$ cat config.mk
export PLATFORM = sky130hd
export DESIGN_NAME = fc_layer_sequencer_flat
export DESIGN_NICKNAME = d
export VERILOG_FILES = /design/src/rtl/fc_layer_sequencer_if.sv /design/src/rtl/fc_layer_sequencer.sv /design/src/flat_wrapper.sv
export SDC_FILE = /design/constraint.sdc
export NUM_CORES = 1
export LEC_CHECK = 0
export ABC_AREA = 1
export CAP_MARGIN = 25
export CORE_ASPECT_RATIO = 1.2
export CORE_MARGIN = 5
export CORE_UTILIZATION = 45
export DETAILED_ROUTE_END_ITERATION = 10
export GPL_ROUTABILITY_DRIVEN = 1
export PLACE_DENSITY = 0.82
export SYNTH_ARGS = -nofsm -noshare
export SYNTH_HDL_FRONTEND = slang
export SYNTH_SLANG_ARGS = --single-unit
$ cat constraint.sdc
create_clock -name clk -period 2.3 [get_ports clk]
set_clock_uncertainty 0.05 [all_clocks]
set_input_delay 0.345 -clock clk [delete_from_list [all_inputs] [get_ports clk]]
set_output_delay 0.345 -clock clk [all_outputs]
set_load 0.01 [all_outputs]
$ cat src/rtl/fc_layer_sequencer_if.sv
// Handshake and SRAM/MAC control bundle between the layer FSM, the FC
// sequencer and the FC datapath.
interface fc_layer_sequencer_if #(
  parameter int unsigned DATA_ADDR_WIDTH   = 10,
  parameter int unsigned WEIGHT_ADDR_WIDTH = 15
);
  logic                         start;
  logic [DATA_ADDR_WIDTH-1:0]   in_base;
  logic [WEIGHT_ADDR_WIDTH-1:0] weight_base;
  logic                         busy;
  logic [DATA_ADDR_WIDTH-1:0]   sram_raddr_in;
  logic [WEIGHT_ADDR_WIDTH-1:0] sram_raddr_weight;
  logic                         acc_clear;
  logic                         acc_en;
  logic                         out_wen;
  logic [DATA_ADDR_WIDTH-1:0]   sram_waddr;
  logic [3:0]                   sram_bytemask;
  logic                         done;

  modport master (
    output start, in_base, weight_base,
    input  busy, sram_raddr_in, sram_raddr_weight, acc_clear, acc_en,
           out_wen, sram_waddr, sram_bytemask, done
  );

  modport slave (
    input  start, in_base, weight_base,
    output busy, sram_raddr_in, sram_raddr_weight, acc_clear, acc_en,
           out_wen, sram_waddr, sram_bytemask, done
  );
endinterface

$ cat src/rtl/fc_layer_sequencer.sv
// Fully connected layer sequencer: walks (neuron, word) pairs, issues SRAM
// read addresses, drives MAC strobes and writes finished neurons by byte lane.
module fc_layer_sequencer #(
  parameter int unsigned IN_WORDS          = 25,
  parameter int unsigned OUT_NUM           = 20,
  parameter int unsigned DATA_ADDR_WIDTH   = 10,
  parameter int unsigned WEIGHT_ADDR_WIDTH = 15
) (
  input  logic                 clk,
  input  logic                 srst,
  fc_layer_sequencer_if.slave  bus
);
  localparam int unsigned KW = (IN_WORDS > 1) ? $clog2(IN_WORDS) : 1;
  localparam int unsigned NW = (OUT_NUM > 4) ? $clog2(OUT_NUM) : 2;
  localparam logic [KW-1:0] K_LAST = KW'(IN_WORDS - 1);
  localparam logic [NW-1:0] N_LAST = NW'(OUT_NUM - 1);

  typedef enum logic [1:0] {IDLE, RUN, DRAIN, DONE} state_t;

  state_t                       state_q, state_d;
  logic [KW-1:0]                k_q, k_d;
  logic [NW-1:0]                n_q, n_d;
  logic                         drain_q, drain_d;
  logic [DATA_ADDR_WIDTH-1:0]   in_base_q, in_base_d;
  logic [DATA_ADDR_WIDTH-1:0]   raddr_in_q, raddr_in_d;
  logic [WEIGHT_ADDR_WIDTH-1:0] raddr_w_q, raddr_w_d;
  logic                         acc_en_q, acc_en_d;
  logic                         acc_clear_q, acc_clear_d;
  logic                         last_q, last_d;
  logic [NW-1:0]                pn_q, pn_d;
  logic                         wen_q, wen_d;
  logic [DATA_ADDR_WIDTH-1:0]   waddr_q, waddr_d;
  logic [3:0]                   mask_q, mask_d;

  always_comb begin
    state_d    = state_q;
    k_d        = k_q;
    n_d        = n_q;
    drain_d    = drain_q;
    in_base_d  = in_base_q;
    raddr_in_d = raddr_in_q;
    raddr_w_d  = raddr_w_q;

    // Issue flags are delayed one cycle to line up with SRAM read data.
    acc_en_d    = (state_q == RUN);
    acc_clear_d = (state_q == RUN) && (k_q == '0);
    last_d      = (state_q == RUN) && (k_q == K_LAST);
    pn_d        = (state_q == RUN) ? n_q : pn_q;

    wen_d   = acc_en_q && last_q;
    waddr_d = waddr_q;
    mask_d  = mask_q;
    if (acc_en_q && last_q) begin
      waddr_d = DATA_ADDR_WIDTH'(pn_q >> 2);
      mask_d  = ~(4'b1000 >> pn_q[1:0]);
    end

    unique case (state_q)
      IDLE: begin
        if (bus.start) begin
          state_d    = RUN;
          in_base_d  = bus.in_base;
          raddr_in_d = bus.in_base;
          raddr_w_d  = bus.weight_base;
          k_d        = '0;
          n_d        = '0;
        end
      end
      RUN: begin
        // The final issue leaves the addresses untouched so they hold outside RUN.
        if (k_q == K_LAST) begin
          k_d = '0;
          if (n_q == N_LAST) begin
            state_d = DRAIN;
            drain_d = 1'b0;
          end else begin
            n_d        = n_q + NW'(1);
            raddr_in_d = in_base_q;
            raddr_w_d  = raddr_w_q + WEIGHT_ADDR_WIDTH'(1);
          end
        end else begin
          k_d        = k_q + KW'(1);
          raddr_in_d = in_base_q + DATA_ADDR_WIDTH'(k_d);
          raddr_w_d  = raddr_w_q + WEIGHT_ADDR_WIDTH'(1);
        end
      end
      DRAIN: begin
        if (drain_q) state_d = DONE;
        else         drain_d = 1'b1;
      end
      DONE: state_d = IDLE;
      default: state_d = IDLE;
    endcase
  end

  always_ff @(posedge clk) begin
    if (srst) begin
      state_q     <= IDLE;
      k_q         <= '0;
      n_q         <= '0;
      drain_q     <= 1'b0;
      in_base_q   <= '0;
      raddr_in_q  <= '0;
      raddr_w_q   <= '0;
      acc_en_q    <= 1'b0;
      acc_clear_q <= 1'b0;
      last_q      <= 1'b0;
      pn_q        <= '0;
      wen_q       <= 1'b0;
      waddr_q     <= '0;
      mask_q      <= '1;
    end else begin
      state_q     <= state_d;
      k_q         <= k_d;
      n_q         <= n_d;
      drain_q     <= drain_d;
      in_base_q   <= in_base_d;
      raddr_in_q  <= raddr_in_d;
      raddr_w_q   <= raddr_w_d;
      acc_en_q    <= acc_en_d;
      acc_clear_q <= acc_clear_d;
      last_q      <= last_d;
      pn_q        <= pn_d;
      wen_q       <= wen_d;
      waddr_q     <= waddr_d;
      mask_q      <= mask_d;
    end
  end

  assign bus.busy              = (state_q != IDLE);
  assign bus.done              = (state_q == DONE);
  assign bus.sram_raddr_in     = raddr_in_q;
  assign bus.sram_raddr_weight = raddr_w_q;
  assign bus.acc_en            = acc_en_q;
  assign bus.acc_clear         = acc_clear_q;
  assign bus.out_wen           = wen_q;
  assign bus.sram_waddr        = waddr_q;
  assign bus.sram_bytemask     = mask_q;
endmodule

$ cat src/flat_wrapper.sv
// flat-port wrapper written by rule: the top's interface ports become plain ports
module fc_layer_sequencer_flat 
#(
  parameter int unsigned IN_WORDS          = 25,
  parameter int unsigned OUT_NUM           = 20,
  parameter int unsigned DATA_ADDR_WIDTH   = 10,
  parameter int unsigned WEIGHT_ADDR_WIDTH = 15
)
  (clk, srst, bus_start, bus_in_base, bus_weight_base, bus_busy, bus_sram_raddr_in, bus_sram_raddr_weight, bus_acc_clear, bus_acc_en, bus_out_wen, bus_sram_waddr, bus_sram_bytemask, bus_done);
  fc_layer_sequencer_if #(.DATA_ADDR_WIDTH(DATA_ADDR_WIDTH), .WEIGHT_ADDR_WIDTH(WEIGHT_ADDR_WIDTH)) bus_i ();
  input  logic clk;
  input  logic srst;
  input wire logic [$bits(bus_i.start)-1:0] bus_start;
  input wire logic [$bits(bus_i.in_base)-1:0] bus_in_base;
  input wire logic [$bits(bus_i.weight_base)-1:0] bus_weight_base;
  output wire logic [$bits(bus_i.busy)-1:0] bus_busy;
  output wire logic [$bits(bus_i.sram_raddr_in)-1:0] bus_sram_raddr_in;
  output wire logic [$bits(bus_i.sram_raddr_weight)-1:0] bus_sram_raddr_weight;
  output wire logic [$bits(bus_i.acc_clear)-1:0] bus_acc_clear;
  output wire logic [$bits(bus_i.acc_en)-1:0] bus_acc_en;
  output wire logic [$bits(bus_i.out_wen)-1:0] bus_out_wen;
  output wire logic [$bits(bus_i.sram_waddr)-1:0] bus_sram_waddr;
  output wire logic [$bits(bus_i.sram_bytemask)-1:0] bus_sram_bytemask;
  output wire logic [$bits(bus_i.done)-1:0] bus_done;
  assign bus_i.start = bus_start;
  assign bus_i.in_base = bus_in_base;
  assign bus_i.weight_base = bus_weight_base;
  assign bus_busy = bus_i.busy;
  assign bus_sram_raddr_in = bus_i.sram_raddr_in;
  assign bus_sram_raddr_weight = bus_i.sram_raddr_weight;
  assign bus_acc_clear = bus_i.acc_clear;
  assign bus_acc_en = bus_i.acc_en;
  assign bus_out_wen = bus_i.out_wen;
  assign bus_sram_waddr = bus_i.sram_waddr;
  assign bus_sram_bytemask = bus_i.sram_bytemask;
  assign bus_done = bus_i.done;
  fc_layer_sequencer #(.IN_WORDS(IN_WORDS), .OUT_NUM(OUT_NUM), .DATA_ADDR_WIDTH(DATA_ADDR_WIDTH), .WEIGHT_ADDR_WIDTH(WEIGHT_ADDR_WIDTH)) u_core (.clk(clk), .srst(srst), .bus(bus_i));
endmodule
==> qor.yml <==
min_path:
  hold_end: "u_core.drain_q"
  hp-class: "reg2reg"
  min-delay-start: "u_core.drain_q"
  worstHoldPathCells: 2
floorplan:
  die_h_microns: 106
  dieWidth_microns: 90.3
  start_util_pct: 45.7
  core_area_sq_um: 7620
  dieArea_sq_um: 9600
  ios: 72
  rows: 35
clock_network:
  clk_pin_slew_worst_paths_ns: 0.07
  root_buffer: "clkbuf_8"
  clkLatencyLatePin_ns: 0.35
  clkSinkCount: 64
  cts_buffers: 9
  cts_buffer_depth: 2
  holdBufCountCts: 0
  cts_tree: "yes"
  ctsHtreeMaxLevel: 3
job:
  max_cap_viol_count: 0
power:
  combPwrFrac_pct: 42.2
  power_frac_seq_pct: 34.4
  switching_share_pct: 39.8
  power_frac_clock_pct: 23.5
  switchingPower_uw: 1890
  ir_drop_mv: 0.718
  p_per_area_nw_per_um2: 1070
  p_int_uw: 2860
  p_leak_uw: 0.00178
placement:
  routabilityCongestion: 0.900
  hpwl_microns: 6300
  post-place-ws_ns: 0.0275
  port_buffers: 64
routing:
  first_pass_iters: 5
  vias: 3517
  viasPerCell: 5.22
  ant_nets: 0
  initialDrtViolationCount: 168
  post-route-drc-count: 0
  routed_wl_microns: 8970
  wl_per_cell_microns: 13.3
logic_synthesis:
  syn-instance-count: 515
  yosys_register_bits: 64
  synth-edff-count: 0
  avgSynthCellArea_sq_um: 6.76
  ys_seq_area_share_pct: 36.8
  synth_top_flop_cell: "dfxtp_1"
  yosys_warnings: 0
  async_flop_share_pct: 0
  netlist_area_sq_um: 3480
  synth.distinct_cells: 38
timing:
  setup_viol: 0
  min_period_ns: 2.15
  rsz0062_at_grt: "no"
  fin_setup_tns_ns: 0
  max_freq_ghz: 0.466
  fin_ws_ns: 0.153
  slew_viol_final: 0
  finalHoldViolCount: 0
  min_period_over_period_pct: 93.3
finish:
  n_fill_cell: 687
  n_antenna_cell: 0
  synthToLayoutAreaGrowth_pct: 27.1
  multi_input_area_sq_um: 1890
  regArea_sq_um: 1280
  final_cell_mix: "nand2_1, nor2_1, clkdlybuf4s50_1, dfxtp_1, inv_1"
  drive_gt1_share_pct: 6.70
  mostFrequentLayoutCell: "nand2_1"
  nets: 620
grt:
  track_usage_pct: 18.3
  grt_pass1_vias: 3346
  antenna_found_initial: 0
  gr-total-overflow: 0
  grt_pass1_wl_microns: 14700
  grt_max_degree: 33
setup_path:
  path_max_fanout: 6
  endpoint_kind: "flip-flop"
  rr_worst_depth: 14
  start_kind: "flip-flop"
  crit_type: "reg2reg"
  cp_data_required_time_ns: 2.48
  r2r_slack_ns: 0.15
  arrival_ns: 2.32
  reg2reg_to: "u_core.bus.sram_raddr_in[5]"
  r2r_start: "u_core.k_q[0]"
run_status:
  status: "finished, final reports clean"
## kinds of logic (layout without fill, tap and decap cells)
logic type / after synthesis / after routing / share of synthesized area, %
and+or+nand+nor: 232 / 232 / 27.5
buffers and inverters: 82 / 143 / 10.3
xor gates and xnor gates: 6 / 6 / 1.51
AOI/OAI and AO/OA: 115 / 115 / 18.2
DFF: 64 / 64 / 36.8
adders and majority gates: 15 / 15 / 5.61
other: 1 / 7 / 0.108
## Yosys cell counts, types with 2 or more instances
library cell  number  area [sq um]
nor3_1             6          30.0
a32oi_1            4          35.0
inv_1             53           199
o31ai_1            4          30.0
a22oi_1            2          15.0
dfxtp_1           64          1280
a31oi_1            2          12.5
o21ai_0           43           215
o21ai_1            5          25.0
a21oi_1           49           245
nor2_2             3          18.8
clkbuf_1          12          45.0
nand3_1           28           140
nand4_1            4          25.0
ha_1              14           175
inv_2              2          7.51
buf_2              2          10.0
nor2_1            74           278
xnor2_1            2          17.5
nand2_4            2          22.5
nand2_1          111           417
xor2_1             4          35.0
buf_4             10          75.1
## sequential cells by signal, summed over array words and instances (netlist names)
name and flops:
u_core.bus.acc_clear 1, u_core.bus.out_wen 1, u_core.bus.acc_en 1, u_core.n_q 5
u_core.last_q 1, u_core.bus.sram_raddr_in 10, u_core.bus.sram_bytemask 4, u_core.drain_q 1
u_core.k_q 5, u_core.bus.sram_raddr_weight 15, u_core.bus.sram_waddr 3, u_core.state_q 2
u_core.in_base_q 10, u_core.pn_q 5
## final cells by class
| type | count | share of cell area (%) |
|---|---|---|
| timing repair buffer | 71 | 15.7 |
| sequential | 64 | 29.0 |
| multi-input combinational | 375 | 42.7 |
| inverter | 56 | 4.81 |
| clock inverter | 6 | 2.09 |
| tap | 92 | 2.60 |
| clock buffer | 10 | 3.11 |
## per-layer routing
metal / vias up / global-route usage [%] / routed length (microns)
met5: - / 0 / 0
met4: 0 / 9.47 / 272
met3: 23 / 4.18 / 638
met2: 124 / 32.1 / 4440
met1: 1590 / 20.6 / 3620
li1: 1780 / - / -
## how the worst max path moves through the flow
| stage | end | from | slack (ns) |
|---|---|---|---|
| detailed placement | u_core.bus.sram_raddr_in[9] | u_core.k_q[0] | 0.03 |
| global route | u_core.bus.sram_raddr_in[5] | u_core.k_q[0] | 0.003 |
| finish | u_core.bus.sram_raddr_in[5] | u_core.k_q[0] | 0.15 |
| floorplan | u_core.bus.sram_raddr_in[6] | u_core.k_q[0] | 0.34 |
| global placement | u_core.bus.sram_raddr_in[6] | u_core.k_q[0] | 0.20 |
| CTS | u_core.bus.sram_raddr_in[9] | u_core.k_q[0] | 0.04 |
## timing repair
action	4_1_cts	5_1_grt
gates resized for setup	1	4
buffers inserted	0	0
pin swaps	0	1
endpoints found under the setup margin	4	5
## worst max-delay path, stage by stage, from the launching register on
cell and delay [ns]:
dfxtp_2 0.37, ha_1 0.20, nand2_1 0.13, nand2_1 0.14
o31ai_4 0.11, ha_4 0.30, nand2_1 0.05, inv_1 0.05
nand3_1 0.07, nand2_1 0.18, nand2_1 0.11, nand2_1 0.08
nand3_1 0.07, nand2_1 0.07, a21oi_1 0.05
## power by group through the flow
stage / Sequential (uW) / Combinational [uW] / Clock [uW]
3_5_place_dp: 1650 / 1970 / 0
3_3_place_gp: 1640 / 1920 / 0
4_1_cts: 1620 / 1990 / 1130
6_report: 1630 / 2000 / 1120
5_1_grt: 1670 / 2240 / 1180
2_1_floorplan: 1670 / 1250 / 0
## through the flow
stage               instances  util [%]  cell area (sq um)  total power [uW]  hold slack, ns
detailed placement        658      54.7               4170              3620           0.390
floorplan                 521         -               3500              2920           0.374
global route              674      58.1               4430              5090           0.447
global placement          658      54.7               4170              3560           0.381
finish                    674      58.1               4430              4750           0.400
CTS                       674      57.8               4400              4740           0.400
(Power assumes the default switching activity.)
